--- src/rtl/pipelined_adder_sub_pkg.sv ---
// Shared configuration for the pipelined adder/subtractor: default geometry,
// stage-count derivation and the width/chunk consistency check.
package pipelined_adder_sub_pkg;

    localparam int DEF_WIDTH = 32;
    localparam int DEF_CHUNK = 8;

    function automatic int calc_stages(input int width, input int chunk);
        return width / chunk;
    endfunction

    // A usable geometry needs a whole number of chunks and at least one stage.
    function automatic bit geometry_ok(input int width, input int chunk);
        return (chunk > 0) && (width >= chunk) && ((width % chunk) == 0);
    endfunction

endpackage

--- src/rtl/full_adder.sv ---
// Existing 1-bit full adder cell; the building block of every chunk adder.
module full_adder (
    input  logic a,
    input  logic b,
    input  logic ci,
    output logic s,
    output logic co
);

    assign s  = a ^ b ^ ci;
    assign co = (a & b) | (ci & (a ^ b));

endmodule

--- src/rtl/pipelined_adder_sub_add_chunk.sv ---
// Combinational CHUNK-bit ripple adder; one instance resolves one pipeline stage.
module add_chunk
    import pipelined_adder_sub_pkg::*;
#(
    parameter int CHUNK = DEF_CHUNK
) (
    input  logic [CHUNK-1:0] a_i,
    input  logic [CHUNK-1:0] b_i,
    input  logic             ci_i,
    output logic [CHUNK-1:0] s_o,
    output logic             co_o
);

    logic [CHUNK:0] carry;

    assign carry[0] = ci_i;

    for (genvar i = 0; i < CHUNK; i++) begin : g_bit
        full_adder u_fa (
            .a  (a_i[i]),
            .b  (b_i[i]),
            .ci (carry[i]),
            .s  (s_o[i]),
            .co (carry[i+1])
        );
    end

    assign co_o = carry[CHUNK];

endmodule

--- src/rtl/pipelined_adder_sub.sv ---
// WIDTH-bit add/subtract with the carry chain cut into CHUNK-bit register stages,
// valid/ready on both sides and a single global advance (stall) signal.
module pipelined_adder_sub
    import pipelined_adder_sub_pkg::*;
#(
    parameter int WIDTH = DEF_WIDTH,
    parameter int CHUNK = DEF_CHUNK
) (
    input  logic             clk,
    input  logic             rst_n,
    input  logic             in_valid,
    output logic             in_ready,
    input  logic [WIDTH-1:0] a,
    input  logic [WIDTH-1:0] b,
    input  logic             cin,
    input  logic             sub,
    output logic             out_valid,
    input  logic             out_ready,
    output logic [WIDTH-1:0] sum,
    output logic             cout,
    output logic             ovf
);

    localparam int STAGES = calc_stages(WIDTH, CHUNK);
    localparam int LAST   = STAGES - 1;

    if (!geometry_ok(WIDTH, CHUNK)) begin : g_bad_geometry
        $error("pipelined_adder_sub: WIDTH must be a non-zero multiple of CHUNK");
    end

    // Per-stage inputs: element 0 is the prepared port data, element k>0 is
    // the register bank written by stage k-1.
    logic [WIDTH-1:0] a_st [STAGES];
    logic [WIDTH-1:0] b_st [STAGES];
    logic [WIDTH-1:0] s_st [STAGES];
    logic             c_st [STAGES];
    logic             v_st [STAGES];

    logic [WIDTH-1:0] s_nx [STAGES];
    logic             c_nx [STAGES];

    logic             adv;
    logic             out_valid_q;
    logic [WIDTH-1:0] sum_q;
    logic             cout_q;
    logic             ovf_q;
    logic             ovf_d;

    // Bubbles are never collapsed: the whole pipe moves or the whole pipe holds.
    assign adv      = !out_valid_q || out_ready;
    assign in_ready = adv;

    assign a_st[0] = a;
    assign b_st[0] = sub ? ~b : b;
    assign s_st[0] = '0;
    assign c_st[0] = sub ? ~cin : cin;
    assign v_st[0] = in_valid;

    for (genvar k = 0; k < STAGES; k++) begin : g_stage
        logic [CHUNK-1:0] chunk_s;
        logic [WIDTH-1:0] s_d;

        add_chunk #(.CHUNK(CHUNK)) u_add (
            .a_i  (a_st[k][k*CHUNK +: CHUNK]),
            .b_i  (b_st[k][k*CHUNK +: CHUNK]),
            .ci_i (c_st[k]),
            .s_o  (chunk_s),
            .co_o (c_nx[k])
        );

        // Lower chunks already resolved ride along; this stage fills in chunk k.
        always_comb begin
            s_d                    = s_st[k];
            s_d[k*CHUNK +: CHUNK]  = chunk_s;
        end

        assign s_nx[k] = s_d;

        if (k < LAST) begin : g_reg
            logic             v_q;
            logic             c_q;
            logic [WIDTH-1:0] a_q;
            logic [WIDTH-1:0] b_q;
            logic [WIDTH-1:0] s_q;

            // NOTE: datapath registers are reset alongside the valid bits so no
            // X from power-up can ever reach sum/cout/ovf, even on a bubble.
            always_ff @(posedge clk or negedge rst_n) begin
                if (!rst_n) begin
                    v_q <= 1'b0;
                    c_q <= 1'b0;
                    a_q <= '0;
                    b_q <= '0;
                    s_q <= '0;
                end else if (adv) begin
                    // NOTE: non-blocking assignments so every stage samples the
                    // pre-edge value of its predecessor, giving a true shift.
                    v_q <= v_st[k];
                    c_q <= c_nx[k];
                    a_q <= a_st[k];
                    b_q <= b_st[k];
                    s_q <= s_d;
                end
            end

            assign a_st[k+1] = a_q;
            assign b_st[k+1] = b_q;
            assign s_st[k+1] = s_q;
            assign c_st[k+1] = c_q;
            assign v_st[k+1] = v_q;
        end
    end

    // Operand sign bits are still present in the last stage's operand bank.
    assign ovf_d = (a_st[LAST][WIDTH-1] == b_st[LAST][WIDTH-1]) &&
                   (s_nx[LAST][WIDTH-1] != a_st[LAST][WIDTH-1]);

    always_ff @(posedge clk or negedge rst_n) begin
        if (!rst_n) begin
            out_valid_q <= 1'b0;
            sum_q       <= '0;
            cout_q      <= 1'b0;
            ovf_q       <= 1'b0;
        end else if (adv) begin
            out_valid_q <= v_st[LAST];
            sum_q       <= s_nx[LAST];
            cout_q      <= c_nx[LAST];
            ovf_q       <= ovf_d;
        end
    end

    assign out_valid = out_valid_q;
    assign sum       = sum_q;
    assign cout      = cout_q;
    assign ovf       = ovf_q;

endmodule

--- config.mk ---
export PLATFORM = sky130hd
export DESIGN_NAME = pipelined_adder_sub
export DESIGN_NICKNAME = d
export VERILOG_FILES = /design/src/rtl/pipelined_adder_sub_pkg.sv /design/src/rtl/full_adder.sv /design/src/rtl/pipelined_adder_sub_add_chunk.sv /design/src/rtl/pipelined_adder_sub.sv
export SDC_FILE = /design/constraint.sdc
export NUM_CORES = 1
export LEC_CHECK = 0
export ABC_AREA = 1
export ABC_CLOCK_PERIOD_IN_PS = 4700
export CAP_MARGIN = 25
export CORE_MARGIN = 2
export CORE_UTILIZATION = 55
export DETAILED_ROUTE_END_ITERATION = 6
export PLACE_DENSITY = 0.8
export RECOVER_POWER = 25
export SYNTH_ARGS = -nofsm -noshare
export SYNTH_HDL_FRONTEND = slang
export SYNTH_HIERARCHICAL = 1
export SYNTH_SLANG_ARGS = --single-unit
--- constraint.sdc ---
create_clock -name clk -period 4.7 [get_ports clk]
set_clock_uncertainty 0.15 [all_clocks]
set_input_delay 0.94 -clock clk [delete_from_list [all_inputs] [get_ports clk]]
set_output_delay 0.94 -clock clk [all_outputs]
set_load 0.01 [all_outputs]
-- Word level (Yosys, flattened, before mapping)
Cells that the tools add are included.
- input port bits: 70
- register bits: 281
- word-level logic and storage cells: 188
- mux-type cells: 2
- reductions and logical operators: 3
- bitwise operators: 162
- equality and inequality tests: 2
- operator list (operator ; count):
    1-bit bitwise AND ; 64
    1-bit bitwise XOR ; 64
    32-bit two-way mux ; 1
    32-bit inverter ; 1
    1-bit OR ; 32
    1-bit equality test ; 1
    1-bit logical AND ; 1
    1-bit logical NOT ; 1
    1-bit logical OR ; 1
    1-bit two-way mux ; 1
    1-bit inequality test ; 1
    1-bit inverter ; 1

-- Longest topological paths before layout
- depth after elaboration: 19
- mapped depth: 13
- gate-level depth less buffers: 13

-- Modules after synthesis
The synthesis kept the hierarchy.
- modules (own cells, without submodules) (module ; cells each ; times used ; area an instance (µm²)):
    pipelined_adder_sub ; 775 ; 1 ; 7307.0
    full_adder ; 1 ; 32 ; 20.0

-- Least setup slack after synthesis
No wires, ideal clock.
- path type: in2reg
- start: input sub
- end: register g_stage[0].g_reg.s_q[7]
- required time: 4.419 ns
- arrival time: 4.667 ns
- cell stages on the path: 13
- path slack: -0.247 ns
- cell sequence: buf_2 > buf_4 > xor2_1 > fa_1 > fa_1 > fa_1 > fa_1 > fa_1 > fa_1 > fa_1 > fa_1 > nand2_1 > o21ai_0
- RTL lines (what ; RTL line ; text):
    from (decl) ; pipelined_adder_sub.sv:16 ; input logic sub,
    to (signal assigned) ; pipelined_adder_sub.sv:94 ; s_q <= '0;
    to (signal assigned) ; pipelined_adder_sub.sv:102 ; s_q <= s_d;
    to (decl) ; pipelined_adder_sub.sv:84 ; logic [WIDTH-1:0] s_q;

==> results by group <==
Status
  • Run status: finished, violations left
  • Violations in the final reports: max-capacitance violations, max-slew violations

Power and ir drop
  • Standby leakage power: roughly 4.8 nW
  • Combinational fraction of design power: 32.2%
  • Worst vdd rail ir drop: 328 uV
  • Clock network fraction of total power: 26.4%
  • Pwr per Cell Area: 668 nW/um2
  • Pint: 0.00432 W
  • Sw Pwr: about 0.0022 W
  • Sequential group share of total power: 41.4%
  • Sw Ratio: 33.6%

Setup path
  • Class of the most critical setup path: in2reg
  • Category of the worst setup path capture point: register
  • Required time at the endpoint of the critical path: a little under 5000 ps
  • WP data arrival: 4630 ps
  • CP startpoint kind: input port
  • Worst Path Max Fanout: 1

Timing
  • Fin Setup TNS: 0 ps
  • Final worst path period need: about 4500 ps
  • Ratio of final minimum period to clock period: 95.8%
  • Hold slack: 307 ps
  • Final setup violating endpoints: 0
  • Worst max-slew margin expressed relative to the limit: -118%
  • Highest clock frequency the design can meet: 222 MHz
  • Count of pins over their slew limit: 71
  • Setup repair after global routing missed its margin: no
  • Hold Vio Cnt, Final: 0
  • Actual slew at the worst max-slew pin: 3270 ps

GRT
  • Vias in the first global route: 5345
  • First-pass GRT wire length: 26000 um
  • GRT Total Usage: 21.0%
  • Grt ovf: 0
  • Pin count of the biggest net entering global routing: 113
  • Number of antenna violations at the first check in global routing: 0

Finish
  • Ratio of cells with drive above 1 in the final layout: 6.49%
  • Net count reported at finish: 998
  • Synthesis-to-finish area growth: 22.6%
  • Final standard cell utilization of the core: 69.6%
  • Finished Layout Cells: 1089
  • Antenna diode instance count: 0

Die
  • Row count: 43
  • Die Y: 124 um
  • Overall die area: 15400 um2
  • Die Span X: between 100 and 150 um
  • Count of boundary I/O pins: between 100 and 150
  • Initial core utilization: between 50% and 60%
  • Core area: 14000 um2

Drt
  • Total routed wirelength: around 15000 um
  • Routed wirelength normalized by instance count: 13.9 um
  • DRC violation total after the first TritonRoute iteration: between 300 and 400
  • Total number of vias: 5357
  • Via count normalized by instance count: between 4 and 5
  • Remaining antenna violation count after routing: 0
  • Pre-antenna DRT Iters: 5
  • Remaining design rule violation count: 0

Place
  • Global placement routability congestion: roughly 0.80
  • Port Buf Inserts: 105
  • Post-DP HPWL: 9710 um
  • Placed instance count: 1057

Logic synthesis
  • Synthesis Warnings: 6
  • Number of distinct library cells after synthesis: 16
  • Cells taking the most area after synthesis: dfrtp_1, nand2_1, fa_1
  • Count of flip-flops with a built-in enable after synthesis: 0
  • Synthesized area divided by synthesized cell count: 9.85 um2
  • Number of cells produced by synthesis: around 810
  • Syn Nets: 909
  • Leading area contributor after synthesis: dfrtp_1
  • Share of Yosys cell area claimed by the top area cell type: 58.2%
  • Syn Std Cell Area: about 8000 um2
  • Fraction of registers with async set/reset: 100%
  • Top cell types by occurrence after synthesis: nand2_1, dfrtp_1, o21ai_0, inv_1, xor2_1
  • Most numerous cell in the Yosys netlist: nand2_1
  • Seq/Total Area, Yosys: 58.2%
  • Most instantiated flip-flop cell in the synthesis netlist: dfrtp_1
  • Post-synthesis register bit count: 185

CTS
  • Clk sinks: 185
  • CTS root buf: clkbuf_16
  • Clk slew on worst S/H paths: around 70 ps
  • Total number of H-tree levels: 4
  • Clock buffers created by TritonCTS: 17
  • Post-CTS Hold Buffers: 0
  • TritonCTS clock tree: built
  • Setup repair bufs after CTS: 0
  • Count of instances resized after the clock tree is built: 0
  • Number of buffers on the longest clock path: 2
  • Insertion delay to the later sink of the worst-skew pair: 430 ps

Job
  • Number of max-capacitance violations reported: 1

Hold path
  • Worst min-delay path class: reg2reg
==> cell families (layout without fill, tap and decap cells) <==
| family | count (synthesis) | after routing | share of synthesized area, % |
|---|---|---|---|
| adders and majority gates | 32 | 32 | 8.06 |
| buffers and inverters | 95 | 197 | 6.14 |
| DFF | 185 | 185 | 58.2 |
| xor gates and xnor gates | 33 | 33 | 3.64 |
| AOI/OAI and AO/OA | 96 | 96 | 6.52 |
| and+or+nand+nor | 366 | 366 | 17.4 |
==> cell type report <==
cell class	count	area (um2)
well taps	180	225
fillers	1037	4250
repair buffers	114	1130
clock inverters	15	295
inverters	51	196
clock buffers	17	425
multi-input cells	527	2840
flip-flops and latches	185	4630
==> routing by layer <==
metal  track usage (%)  routed length, um
met2              33.2               7370
met4              7.73                326
met3              4.52                630
met5                 0                  0
met1              29.0               6790
==> power by group through the flow <==
stage	sequential, W	combinational [W]	clock (W)
after floorplan	0.00270	0.00130	0
after global placement	0.00268	0.00200	0
after detailed placement	0.00272	0.00208	0
after CTS	0.00270	0.00213	0.00174
after global routing	0.00279	0.00241	0.00180
final	0.00269	0.00209	0.00171
==> critical path: stages <==
cell	delay [ps]
clkdlybuf4s50_1	420
xor2_1	170
fa_1	410
fa_2	350
fa_2	340
fa_2	360
fa_2	350
fa_2	350
fa_2	340
fa_1	430
nand2_1	70
o21ai_0	80
==> final timing paths <==
kind                                          startpoint                  endpoint  slack [ps]  cells after the start
worst min-delay path                g_stage[2].g_reg.v_q                 out_valid         310                      2
worst max register to register  g_stage[2].g_reg.a_q[24]                       ovf         460                     13
worst max-delay path                                b[0]   g_stage[0].g_reg.s_q[7]         200                     12
min in group asynchronous                          rst_n  g_stage[0].g_reg.b_q[21]        1660                      1
max in group asynchronous                          rst_n  g_stage[0].g_reg.b_q[27]         870                      2
worst min register to register      g_stage[2].g_reg.v_q                 out_valid         310                      2
==> per-stage QoR <==
step	area, um2	worst slack, ps	power, W
global placement	9010	-179	0.00469
global route	9740	98.9	0.00699
detailed placement	9030	-250	0.00479
floorplan	7970	26.0	0.00400
CTS	9750	206	0.00657
finish	9740	196	0.00650
==> state kept, by name, indices dropped and copies added, names as in the netlist <==
name and cells:
ovf 1, g_stage.g_reg.v_q 3, sum 32, out_valid 1, g_stage.g_reg.b_q 48, g_stage.g_reg.c_q 3, g_stage.g_reg.s_q 48, g_stage.g_reg.a_q 48
cout 1
==> layout by cell type (no fill, tap or decap), types with 2 or more instances in the layout <==
master	Yosys	final
clkbuf_16	0	17
inv_1	50	50
buf_4	6	7
nor2_1	1	2
fa_2	0	6
o21ai_2	10	10
o21ai_1	2	2
clkinvlp_4	0	5
xor2_1	33	33
bufinv_16	0	8
inv_6	0	2
nand2_1	363	363
clkdlybuf4s50_1	0	103
o21ai_0	84	84
dfrtp_1	185	185
fa_1	32	26
Note: power is estimated with default switching activity, not from simulation.
